==> src/rtl/branch_hazard_unit.sv <==
// ID-stage beq hazard detection and resolution: stall sequencing, next-PC select and optional branch statistics.
// Statistic counters are built only when BRANCH_HAZARD_STATS_EN is defined; otherwise the count ports read 0.
module branch_hazard_unit (
  input  logic        clk_i,
  input  logic        rst_i,
  input  logic        branch_i,
  input  logic [4:0]  rs1_addr_i,
  input  logic [4:0]  rs2_addr_i,
  input  logic        ex_regwrite_i,
  input  logic        ex_memread_i,
  input  logic [4:0]  ex_rd_i,
  input  logic        mem_regwrite_i,
  input  logic        mem_memread_i,
  input  logic [4:0]  mem_rd_i,
  input  logic        equal_i,
  input  logic [31:0] target_i,
  output logic        stall_o,
  output logic        bubble_o,
  output logic        pc_src_o,
  output logic [31:0] pc_target_o,
  output logic        flush_o,
  output logic [31:0] taken_cnt_o,
  output logic [31:0] nottaken_cnt_o,
  output logic [31:0] stall_cnt_o
);

  localparam int unsigned CNT_W = 32;

  typedef enum logic [1:0] {
    IDLE    = 2'd0,
    STALL2  = 2'd1,
    STALL1  = 2'd2,
    RESOLVE = 2'd3
  } state_e;

  state_e r_state;
  state_e w_next;
  logic   w_ex_hit;
  logic   w_mem_hit;
  logic   w_stalling;
  logic   w_resolving;

  // A destination register hits when it is non-zero and feeds either beq operand.
  function automatic logic f_match(input logic [4:0] rd, input logic [4:0] rs1,
                                   input logic [4:0] rs2);
    return (rd != 5'd0) && ((rd == rs1) || (rd == rs2));
  endfunction

  assign w_ex_hit  = f_match(ex_rd_i, rs1_addr_i, rs2_addr_i);
  assign w_mem_hit = f_match(mem_rd_i, rs1_addr_i, rs2_addr_i);

  always_ff @(posedge clk_i) begin
    if (!rst_i) begin
      r_state <= IDLE;
    end else begin
      r_state <= w_next;
    end
  end

  // Dropping branch_i in any state aborts back to IDLE with quiet outputs.
  always_comb begin
    w_next      = IDLE;
    w_stalling  = 1'b0;
    w_resolving = 1'b0;
    if (rst_i && branch_i) begin
      case (r_state)
        IDLE: begin
          if (ex_regwrite_i && ex_memread_i && w_ex_hit) begin
            w_next = STALL2;
          end else if (ex_regwrite_i && w_ex_hit) begin
            w_next = STALL1;
          end else if (mem_memread_i && mem_regwrite_i && w_mem_hit) begin
            w_next = STALL1;
          end else begin
            w_resolving = 1'b1;
          end
        end
        STALL2: begin
          w_next     = STALL1;
          w_stalling = 1'b1;
        end
        STALL1: begin
          w_next     = RESOLVE;
          w_stalling = 1'b1;
        end
        RESOLVE: begin
          w_next      = IDLE;
          w_resolving = 1'b1;
        end
        default: w_next = IDLE;
      endcase
    end
  end

  assign stall_o     = w_stalling;
  assign bubble_o    = w_stalling;
  assign pc_src_o    = w_resolving & equal_i;
  assign flush_o     = w_resolving & equal_i;
  assign pc_target_o = (w_resolving & equal_i) ? target_i : 32'd0;

`ifdef BRANCH_HAZARD_STATS_EN
  localparam logic [CNT_W-1:0] CNT_MAX = '1;

  logic [CNT_W-1:0] r_taken_cnt;
  logic [CNT_W-1:0] r_nottaken_cnt;
  logic [CNT_W-1:0] r_stall_cnt;

  // Saturating statistics; each counter sticks at all-ones.
  always_ff @(posedge clk_i) begin
    if (!rst_i) begin
      r_taken_cnt    <= '0;
      r_nottaken_cnt <= '0;
      r_stall_cnt    <= '0;
    end else begin
      if (w_resolving && equal_i && (r_taken_cnt != CNT_MAX)) begin
        r_taken_cnt <= r_taken_cnt + CNT_W'(1);
      end
      if (w_resolving && !equal_i && (r_nottaken_cnt != CNT_MAX)) begin
        r_nottaken_cnt <= r_nottaken_cnt + CNT_W'(1);
      end
      if (w_stalling && (r_stall_cnt != CNT_MAX)) begin
        r_stall_cnt <= r_stall_cnt + CNT_W'(1);
      end
    end
  end

  assign taken_cnt_o    = rst_i ? r_taken_cnt : '0;
  assign nottaken_cnt_o = rst_i ? r_nottaken_cnt : '0;
  assign stall_cnt_o    = rst_i ? r_stall_cnt : '0;
`else
  assign taken_cnt_o    = CNT_W'(0);
  assign nottaken_cnt_o = CNT_W'(0);
  assign stall_cnt_o    = CNT_W'(0);
`endif

endmodule
==> config.mk <==
export PLATFORM = sky130hd
export DESIGN_NAME = branch_hazard_unit
export DESIGN_NICKNAME = d
export VERILOG_FILES = /design/src/rtl/branch_hazard_unit.sv
export SDC_FILE = /design/constraint.sdc
export NUM_CORES = 1
export LEC_CHECK = 0
export ABC_AREA = 1
export CAP_MARGIN = 0
export CORE_MARGIN = 4
export CORE_UTILIZATION = 28
export DETAILED_ROUTE_END_ITERATION = 12
export GPL_TIMING_DRIVEN = 0
export PLACE_DENSITY_LB_ADDON = 0.2
export SYNTH_ARGS = -nofsm -noshare
export SYNTH_HDL_FRONTEND = slang
export SYNTH_SLANG_ARGS = --single-unit
==> constraint.sdc <==
create_clock -name clk_i -period 2.45 [get_ports clk_i]
set_input_delay 0.735 -clock clk_i [delete_from_list [all_inputs] [get_ports clk_i]]
set_output_delay 0.735 -clock clk_i [all_outputs]
set_load 0.02 [all_outputs]
==> results by group, run 1 <==
Setup path
  • Crit path launch type: input pin
  • CP top delay family: buffers and inverters
  • WS Path Type: input pin to primary output
  • FF-to-FF End: r_state[1]
  • Flop2flop setup slack: between 1000 and 1500 ps
  • Worst path bufs/invs: 6
  • Slowest CP cell: o21ai_1
  • Worst Reg2Reg Path Length in Cells: 10
  • Instance count on the critical path: 13
  • RR Startpoint: r_state[0]
  • CP Capture Type: primary output
  • CP required: roughly 1700 ps
  • Largest stage delay on the critical path: between 150 and 200 ps
  • Worst EP arrival: roughly 2100 ps
  • CP max FO: 7
  • Critical-path cell list: buf_8, inv_4, nand4_1, o21ai_1, inv_1, nand2_2, nand3_2, nand2_4, nand2_8, buf_6, buf_8, nor2_4, buf_6

STA
  • Final setup TNS: -9960 ps
  • Fin crit share: 1.14
  • Slack of the critical path: -353 ps
  • Fmax: between 300 and 400 MHz
  • Final Hold Slack: between 700 and 800 ps
  • Final Setup Violations: 34
  • Fin crit period: 2800 ps
  • Slew Limit Fails: 0
  • Unrepaired setup endpoints after global routing: yes
  • Fin Clk Skew: 2.91 ps
  • Hold Fails Final Rpt: 0

Routing
  • DRT Wirelength: 6070 um
  • Via count: between 1500 and 2000
  • WL/cell: between 10 and 15 um
  • DRT antenna net count: 0
  • Detailed-route DRC error count: 0
  • DRT Pass-1 Iters: 4
  • Top layer reached by signal wires: met4
  • Met2 WL: about 3600 um
  • Routed vias/inst: 3.42
  • WL met3: between 500 and 600 um
  • Met1 wire length: roughly 1900 um
  • Initial DRC count: 44

GRT
  • Vias in the first global route: around 1800
  • First-pass GRT wire length: about 8900 um
  • Grt total ovfl: 0
  • Pin count of the biggest net entering global routing: 8
  • Initial antenna violation count: 0
  • Total Routing Usage GR: 0.150

Clock tree
  • Clk slew on worst S/H paths: ~30 ps
  • CTS tree: done
  • H-tree Lvls: 1
  • CTS root buf: clkbuf_8
  • CTS buffer count: 3
  • # clock sinks: 2
  • Post-CTS Hold Buffers: 0
  • Worst-Skew Late Latency: between 200 and 250 ps
  • Maximum clock path buffer count: 2

Logic synthesis
  • Leading cell type by number of instances after synthesis: buf_4
  • Top-area cell type share of the netlist area: 0.448
  • Top_reg_cell synth: dfxtp_1
  • Distinct cell type count after synthesis: 22
  • Area of the mapped netlist: 0.00164 sq mm
  • Post-Syn Instances: roughly 280
  • Dominant cell type by area after synthesis: buf_4
  • Synth area leaders: buf_4 (45%), inv_1 (13%), nand2_1 (11%)
  • Yosys warnings: 0
  • Mean post-synth cell area: approximately 5.8 sq um
  • Post-synth ARST share: 0
  • Most frequent cells after synthesis: buf_4 (98), inv_1 (58), nand2_1 (46)
  • Seq/Total Area, Yosys: 0.0244
  • Synthesized flop and latch total: 2
  • EDFF count, synth: 0

Status
  • Failing checks: negative setup slack
  • Outcome: finished, violations left

Placed design
  • HPWL after DPL: 4660 um
  • Place WS: -1370 ps
  • RD Place Congestion: between 0.8 and 0.9
  • I/O Buffers: 95

Job
  • Max-Cap Viols: 0

Cells and area
  • Antenna Cells: 0
  • Max reg flops: 2
  • Filler cells: around 500
  • Reg with most FFs: r_state
  • Post-layout util: 0.655
  • Largest registers: r_state (2)
  • Share of cells above drive strength 1: 0.525
  • Area Overhead vs Synth: 124%
  • Final net count: 567

Floorplan
  • DIE AREA: 0.00715 sq mm
  • Die width: approximately 85 um
  • Initial Utilization: 0.293
  • Num rows: 27
  • Core footprint: 0.00561 sq mm
  • Die height: ~85 um
  • I/O pins: 192

Worst hold path
  • Hold_sp: r_state[1]
  • Worst hold path endpoint: r_state[0]
  • Hold Crit Class: flip-flop to flip-flop
  • Hold depth: 3

Pwr
  • Power Total: slightly below 0.0008 W
  • Leakage: around 2.2 nW
  • Max rail drop VDD: between 0.2 and 0.3 mV
  • P per Cell Area: roughly 210 mW/mm^2
[cell families after synthesis]
logic type	Yosys count	share of synthesized area
compound gates	4	0.0130
xor+xnor	6	0.0320
fa+ha+maj	4	0.0305
buf+inv	160	0.608
flops	2	0.0244
other cells	1	0.00228
simple gates	104	0.290
[stage by stage]
| stage | std cells | instance area, sq um |
|---|---|---|
| floorplan | 376 | 2010 |
| global placement | 543 | 3050 |
| detailed placement | 543 | 3050 |
| CTS | 579 | 3630 |
| global route | 573 | 3670 |
| finish | 573 | 3670 |
[power by group]
group / leakage, nW / internal [W] / switching [W]
Sequential: 0.0171 / 0.0000335 / 0.000000459
Clock: 0.0216 / 0.000104 / 0.0000270
Combinational: 2.12 / 0.000301 / 0.000320
Total: 2.16 / 0.000439 / 0.000348
[layer usage]
layer,up-vias,global-route usage
met2,97,0.323
met4,0,0.0216
met3,6,0.0275
met1,806,0.146
li1,1052,-
met5,-,0
[cells in the final DEF (no fill, tap or decap)]
cell type | Yosys | final
nand4_1 | 1 | 1
ha_1 | 4 | 3
inv_1 | 58 | 39
conb_1 | 1 | 96
xnor2_1 | 4 | 4
buf_12 | 0 | 1
o21ai_1 | 0 | 1
a21oi_1 | 1 | 1
nand3_1 | 8 | 5
o21ai_0 | 2 | 1
buf_4 | 98 | 114
nor2_1 | 23 | 7
nor3_4 | 0 | 1
nor2_4 | 0 | 31
ha_4 | 0 | 1
nand2_4 | 1 | 2
nand3_2 | 1 | 3
clkdlybuf4s50_1 | 0 | 35
nand2_1 | 46 | 39
nor2_2 | 20 | 5
dlygate4sd2_1 | 0 | 3
buf_6 | 1 | 55
buf_2 | 0 | 7
clkinvlp_4 | 0 | 1
xor2_1 | 2 | 2
buf_8 | 2 | 8
o22ai_1 | 1 | 1
nand2_2 | 3 | 8
dfxtp_2 | 0 | 2
nand2_8 | 0 | 1
inv_4 | 0 | 4
inv_2 | 1 | 15
nand3_4 | 0 | 1
clkbuf_8 | 0 | 3
[cell type report]
type,instances,area [sq um],area share
Buffer,100,769,0.209
Tap cell,72,90.1,0.0245
Inverter,59,235,0.0640
Multi-Input combinational cell,214,1240,0.337
Clock buffer,3,41.3,0.0112
Timing Repair Buffer,123,1260,0.342
Sequential cell,2,42.5,0.0116
[worst max-delay path by stage]
stage	slack (ps)	startpoint	to
final	-350	ex_rd_i[1]	pc_target_o[8]
after global routing	-420	mem_rd_i[1]	pc_target_o[5]
after CTS	-430	mem_rd_i[1]	pc_target_o[22]
after detailed placement	-1370	ex_rd_i[0]	pc_src_o
after global placement	-1350	ex_rd_i[0]	pc_src_o
after floorplan	-100	rs2_addr_i[0]	pc_src_o
[tightest hold or removal path, delay by kind of cell (launching register included)]
family	cells	cell delay, ps
DFF	1	330
AOI/OAI and AO/OA	2	180
adders and majority gates	1	140
[timing repair]
action	CTS	global route
cloned	3	0
pin swaps	29	27
setup buffers	30	10
resized for setup	390	50
endpoints found under the setup margin	36	37
Note: power is estimated with default switching activity, not from simulation.
==> run 2, diff against run 1 <==
Settings changed: CELL_PAD_IN_SITES_DETAIL_PLACEMENT set to 0, CELL_PAD_IN_SITES_GLOBAL_PLACEMENT set to 2, CORE_UTILIZATION 28 to 11, SKIP_CTS_REPAIR_TIMING set to 1.
==> results by group, run 2 (synthesis gave the netlist of run 1 again) <==
Cells and area
  • Multi-input gate area: around 0.0011 sq mm
  • Final net count: ~550
  • Filler-free cell count of the finished design: around 660
  • Area Overhead vs Synth: 107%
  • Commonest non-fill, non-tap cell in the layout: buf_4
  • Register area: 40.0 sq um
  • Most frequent cells in the layout: buf_4 (132), conb_1 (96), inv_1 (44), nand2_1 (44), clkdlybuf4s50_1 (36)
  • Filler cells: 1675
  • Share of cells above drive strength 1: 0.465
  • Antenna Cells: 0
  • Reg with most FFs: r_state
  • Design area: roughly 0.0034 sq mm
  • Largest registers: r_state (2)
  • Max reg flops: 2

Floorplan
  • I/O pins: between 150 and 200
  • Initial Utilization: 0.113
  • Num rows: 44
  • Die height: approximately 130 um
  • Core footprint: approximately 0.015 sq mm
  • Die width: about 130 um
  • DIE AREA: roughly 0.017 sq mm

STA
  • Hold Fails Final Rpt: 0
  • Fin Clk Skew: 1.57 ps
  • Final Setup Violations: 35
  • Slew Limit Fails: 0
  • Slack of the critical path: -354 ps
  • Fin crit share: 1.14
  • Fin crit period: between 2000 and 3000 ps
  • Final Hold Slack: between 700 and 800 ps
  • Fmax: around 360 MHz
  • Unrepaired setup endpoints after global routing: yes

Clock tree
  • H-tree Lvls: 1
  • CTS buffer count: 3
  • Worst-Skew Late Latency: between 200 and 250 ps
  • # clock sinks: 2
  • CTS root buf: clkbuf_16
  • Maximum clock path buffer count: 2
  • CTS tree: done
  • Clk slew on worst S/H paths: 30 ps

Pwr
  • Internal Power: roughly 0.00051 W
  • Leakage: between 2 and 2.5 nW
  • Net Sw Frac: 0.389
  • Max rail drop VDD: roughly 0.21 mV
  • Gate power share: 0.667
  • Flop pwr share: 0.041
  • NetSw: 0.000322 W
  • Clock share of power: 0.292
  • P per Cell Area: approximately 240 mW/mm^2

Setup path
  • WS Path Type: input pin to primary output
  • Crit path launch type: input pin
  • Flop2flop setup slack: ~1200 ps
  • CP required: ~1700 ps
  • CP max FO: 6
  • Worst EP arrival: between 2000 and 2500 ps
  • CP Capture Type: primary output
  • Worst Reg2Reg Path Length in Cells: 6

Routing
  • DRT antenna net count: 0
  • Routed vias/inst: about 2.8
  • Detailed-route DRC error count: 0
  • DRT Wirelength: between 5000 and 6000 um
  • Via count: approximately 1800
  • DRT Pass-1 Iters: 2
  • WL/cell: between 8 and 9 um
  • Initial DRC count: 10

Status
  • Outcome: finished, violations left
  • Failing checks: negative setup slack

Placed design
  • I/O Buffers: 95
  • Placed cell count: around 660
  • RD Place Congestion: 0.709
  • HPWL after DPL: roughly 5100 um
  • Place WS: -1400 ps
  • Placed Area: 0.00319 sq mm

Job
  • Max-Cap Viols: 0

GRT
  • Pin count of the biggest net entering global routing: 11
  • Grt total ovfl: 0
  • First-pass GRT wire length: a little over 7000 um
  • Initial antenna violation count: 0
  • Total Routing Usage GR: 0.0527
  • Vias in the first global route: about 1500

Worst hold path
  • Hold Crit Class: flip-flop to flip-flop
  • Hold depth: 3
## run 2: cell types whose count changed in the layout (fill, tap and decap cells not counted), moves of 7 or more
| cell | change |
|---|---|
| nor2_2 | +21 |
| buf_4 | +18 |
| buf_2 | -7 |
| nor2_4 | -25 |
| buf_6 | -35 |
## run 2: area by class of cell
class / instances / area share
Buffer: 101 / 0.231
Clock buffer: 3 / 0.0221
Inverter: 59 / 0.0686
Multi-Input combinational cell: 214 / 0.312
Sequential cell: 2 / 0.0118
Tap cell: 184 / 0.0679
Timing Repair Buffer: 101 / 0.286
## run 2: final timing paths
path | from | endpoint
setup / recovery | rst_i | pc_target_o[27]
hold / removal | r_state[1] | r_state[0]
setup reg to reg | r_state[1] | r_state[1]
hold reg to reg | r_state[1] | r_state[0]
## run 2: worst max-delay path: stages
cell             delay [ps]
clkdlybuf4s50_1         470
nand2_2                  70
inv_2                    50
nand3_1                  70
inv_2                    70
nand2_4                  90
buf_6                   130
clkbuf_16               150
nor2_4                  100
buf_6                   120
## run 2: metrics by stage
step | utilization | power [W] | TNS (ps)
finish | 0.232 | 0.000828 | -8680
global route | 0.232 | 0.000883 | -12470
CTS | 0.224 | 0.000803 | -43130
detailed placement | 0.219 | 0.000554 | -42950
global placement | 0.219 | 0.000556 | -42980
floorplan | - | 0.000394 | -915
## run 2: power groups by stage
| stage | clock [W] | combinational (W) | sequential, W |
|---|---|---|---|
| 4_1_cts | 0.000248 | 0.000522 | 0.0000338 |
| 6_report | 0.000242 | 0.000552 | 0.0000338 |
| 3_5_place_dp | 0 | 0.000520 | 0.0000342 |
| 5_1_grt | 0.000252 | 0.000598 | 0.0000339 |
| 3_3_place_gp | 0 | 0.000521 | 0.0000342 |
| 2_1_floorplan | 0 | 0.000360 | 0.0000341 |
## run 2: routing by layer
layer,track usage,vias up,share of wire
li1,-,1006,-
met1,0.0578,727,0.35
met2,0.105,91,0.54
met3,0.00982,2,0.10
met4,0.00917,0,0.0014
met5,0,-,0
==> run 3, diff against run 2 <==
Settings changed: CORE_UTILIZATION 11 to 26, CTS_CLUSTER_DIAMETER set to 80, CTS_CLUSTER_SIZE set to 12, DONT_BUFFER_PORTS set to 1.
==> results by group, run 3 (synthesis gave the netlist of run 1 again) <==
GRT
  • Grt total ovfl: 0
  • Total Routing Usage GR: 0.0894
  • Pin count of the biggest net entering global routing: 11
  • Initial antenna violation count: 0
  • Vias in the first global route: 1140
  • First-pass GRT wire length: 5350 um

Cells and area
  • Multi-input gate area: between 0.001 and 0.0015 sq mm
  • Most frequent cells in the layout: buf_4 (99), conb_1 (96), inv_1 (47)
  • Reg with most FFs: r_state
  • Largest registers: r_state (2)
  • Commonest non-fill, non-tap cell in the layout: buf_4
  • Post-layout util: 0.421
  • Final net count: 453
  • Max reg flops: 2
  • Share of cells above drive strength 1: 0.442
  • Filler cells: between 600 and 700
  • Antenna Cells: 0
  • Design area: 0.00253 sq mm
  • Area Overhead vs Synth: 54.4%
  • Register area: approximately 40 sq um

STA
  • Final Setup Violations: 33
  • Fmax: approximately 380 MHz
  • Hold Fails Final Rpt: 0
  • Fin Clk Skew: ~1.6 ps
  • Slew Limit Fails: 0
  • Unrepaired setup endpoints after global routing: yes
  • Final Hold Slack: between 700 and 800 ps
  • Fin crit share: 1.08
  • Fin crit period: ~2600 ps
  • Slack of the critical path: -188 ps

Worst hold path
  • Hold Crit Class: flip-flop to flip-flop
  • Hold depth: 3

Routing
  • DRT Pass-1 Iters: 4
  • Detailed-route DRC error count: 0
  • Initial DRC count: 18
  • Routed vias/inst: 3.28
  • WL/cell: between 9 and 10 um
  • Via count: between 1500 and 2000
  • DRT antenna net count: 0
  • DRT Wirelength: roughly 4600 um

Job
  • Max-Cap Viols: 0

Setup path
  • WS Path Type: input pin to primary output
  • Most used cell, CP: nand2_2
  • Critical-path cell list: clkinv_8, nand2_2, nand2_1, nor2_1, nand3_1, nand2_2, nand2_2, nand3_2, nand2_2, nand2_4, buf_8, clkinvlp_4, buf_6
  • Largest stage delay on the critical path: between 150 and 200 ps
  • CP Capture Type: primary output
  • Crit path launch type: input pin
  • CP max FO: 5
  • Worst Reg2Reg Path Length in Cells: 6
  • CP required: ~1700 ps
  • Slowest CP cell: buf_6
  • Worst EP arrival: 1900 ps

Floorplan
  • Die height: 87.5 um
  • DIE AREA: 0.00765 sq mm
  • Initial Utilization: 0.272
  • Core footprint: 0.00603 sq mm
  • I/O pins: approximately 190
  • Die width: between 80 and 90 um
  • Num rows: 28

Pwr
  • Max rail drop VDD: 0.135 mV
  • Power Total: approximately 0.00061 W
  • P per Cell Area: 242 mW/mm^2
  • Leakage: about 1.6 nW

Clock tree
  • H-tree Lvls: 1
  • CTS tree: done
  • Maximum clock path buffer count: 2
  • Clk slew on worst S/H paths: about 30 ps
  • Worst-Skew Late Latency: 210 ps
  • CTS root buf: clkbuf_8
  • CTS buffer count: 3
  • # clock sinks: 2

Status
  • Outcome: finished, violations left
  • Failing checks: negative setup slack

Placed design
  • RD Place Congestion: between 0.7 and 0.8
  • Placed Area: approximately 0.0021 sq mm
  • HPWL after DPL: slightly above 4000 um
  • Place WS: -331 ps
  • I/O Buffers: 0
run 3: path summary, 6_finish.rpt:
check	slack (ps)	startpoint	endpoint
worst max-delay path	-190	ex_rd_i[3]	pc_src_o
worst min-delay path	720	r_state[1]	r_state[0]
worst max register to register	1130	r_state[1]	r_state[1]
worst min register to register	720	r_state[1]	r_state[0]
run 3: stage by stage:
step | setup TNS (ps) | cells
after floorplan | -915 | 376
after detailed placement | -6370 | 451
after CTS | -6430 | 454
after global routing | -7620 | 462
final | -4000 | 462
after global placement | -6470 | 451
run 3: final cells by class:
cell class / count / share of cell area
Sequential cell: 2 / 0.0158
Tap cell: 75 / 0.0370
Inverter: 59 / 0.104
Buffer: 101 / 0.313
Multi-Input combinational cell: 214 / 0.467
Timing Repair Buffer: 8 / 0.0469
Clock buffer: 3 / 0.0163
run 3: power by group:
| group | switching (W) | leakage [nW] | internal [W] |
|---|---|---|---|
| combinational | 0.000268 | 1.56 | 0.000178 |
| sequential | 0.000000373 | 0.0161 | 0.0000334 |
| clock | 0.0000295 | 0.0216 | 0.000104 |
run 3: per-layer routing:
metal,share of wire,global-route usage,up-vias
met5,0,0,-
met4,0.0059,0.0251,0
met3,0.14,0.0445,2
met2,0.57,0.174,101
met1,0.28,0.0798,592
li1,-,-,821
run 3: worst max-delay path, delay by kind of cell:
kind / cells / cell delay [ps]
buffers and inverters: 4 / 480
AND/OR/NAND/NOR: 9 / 680
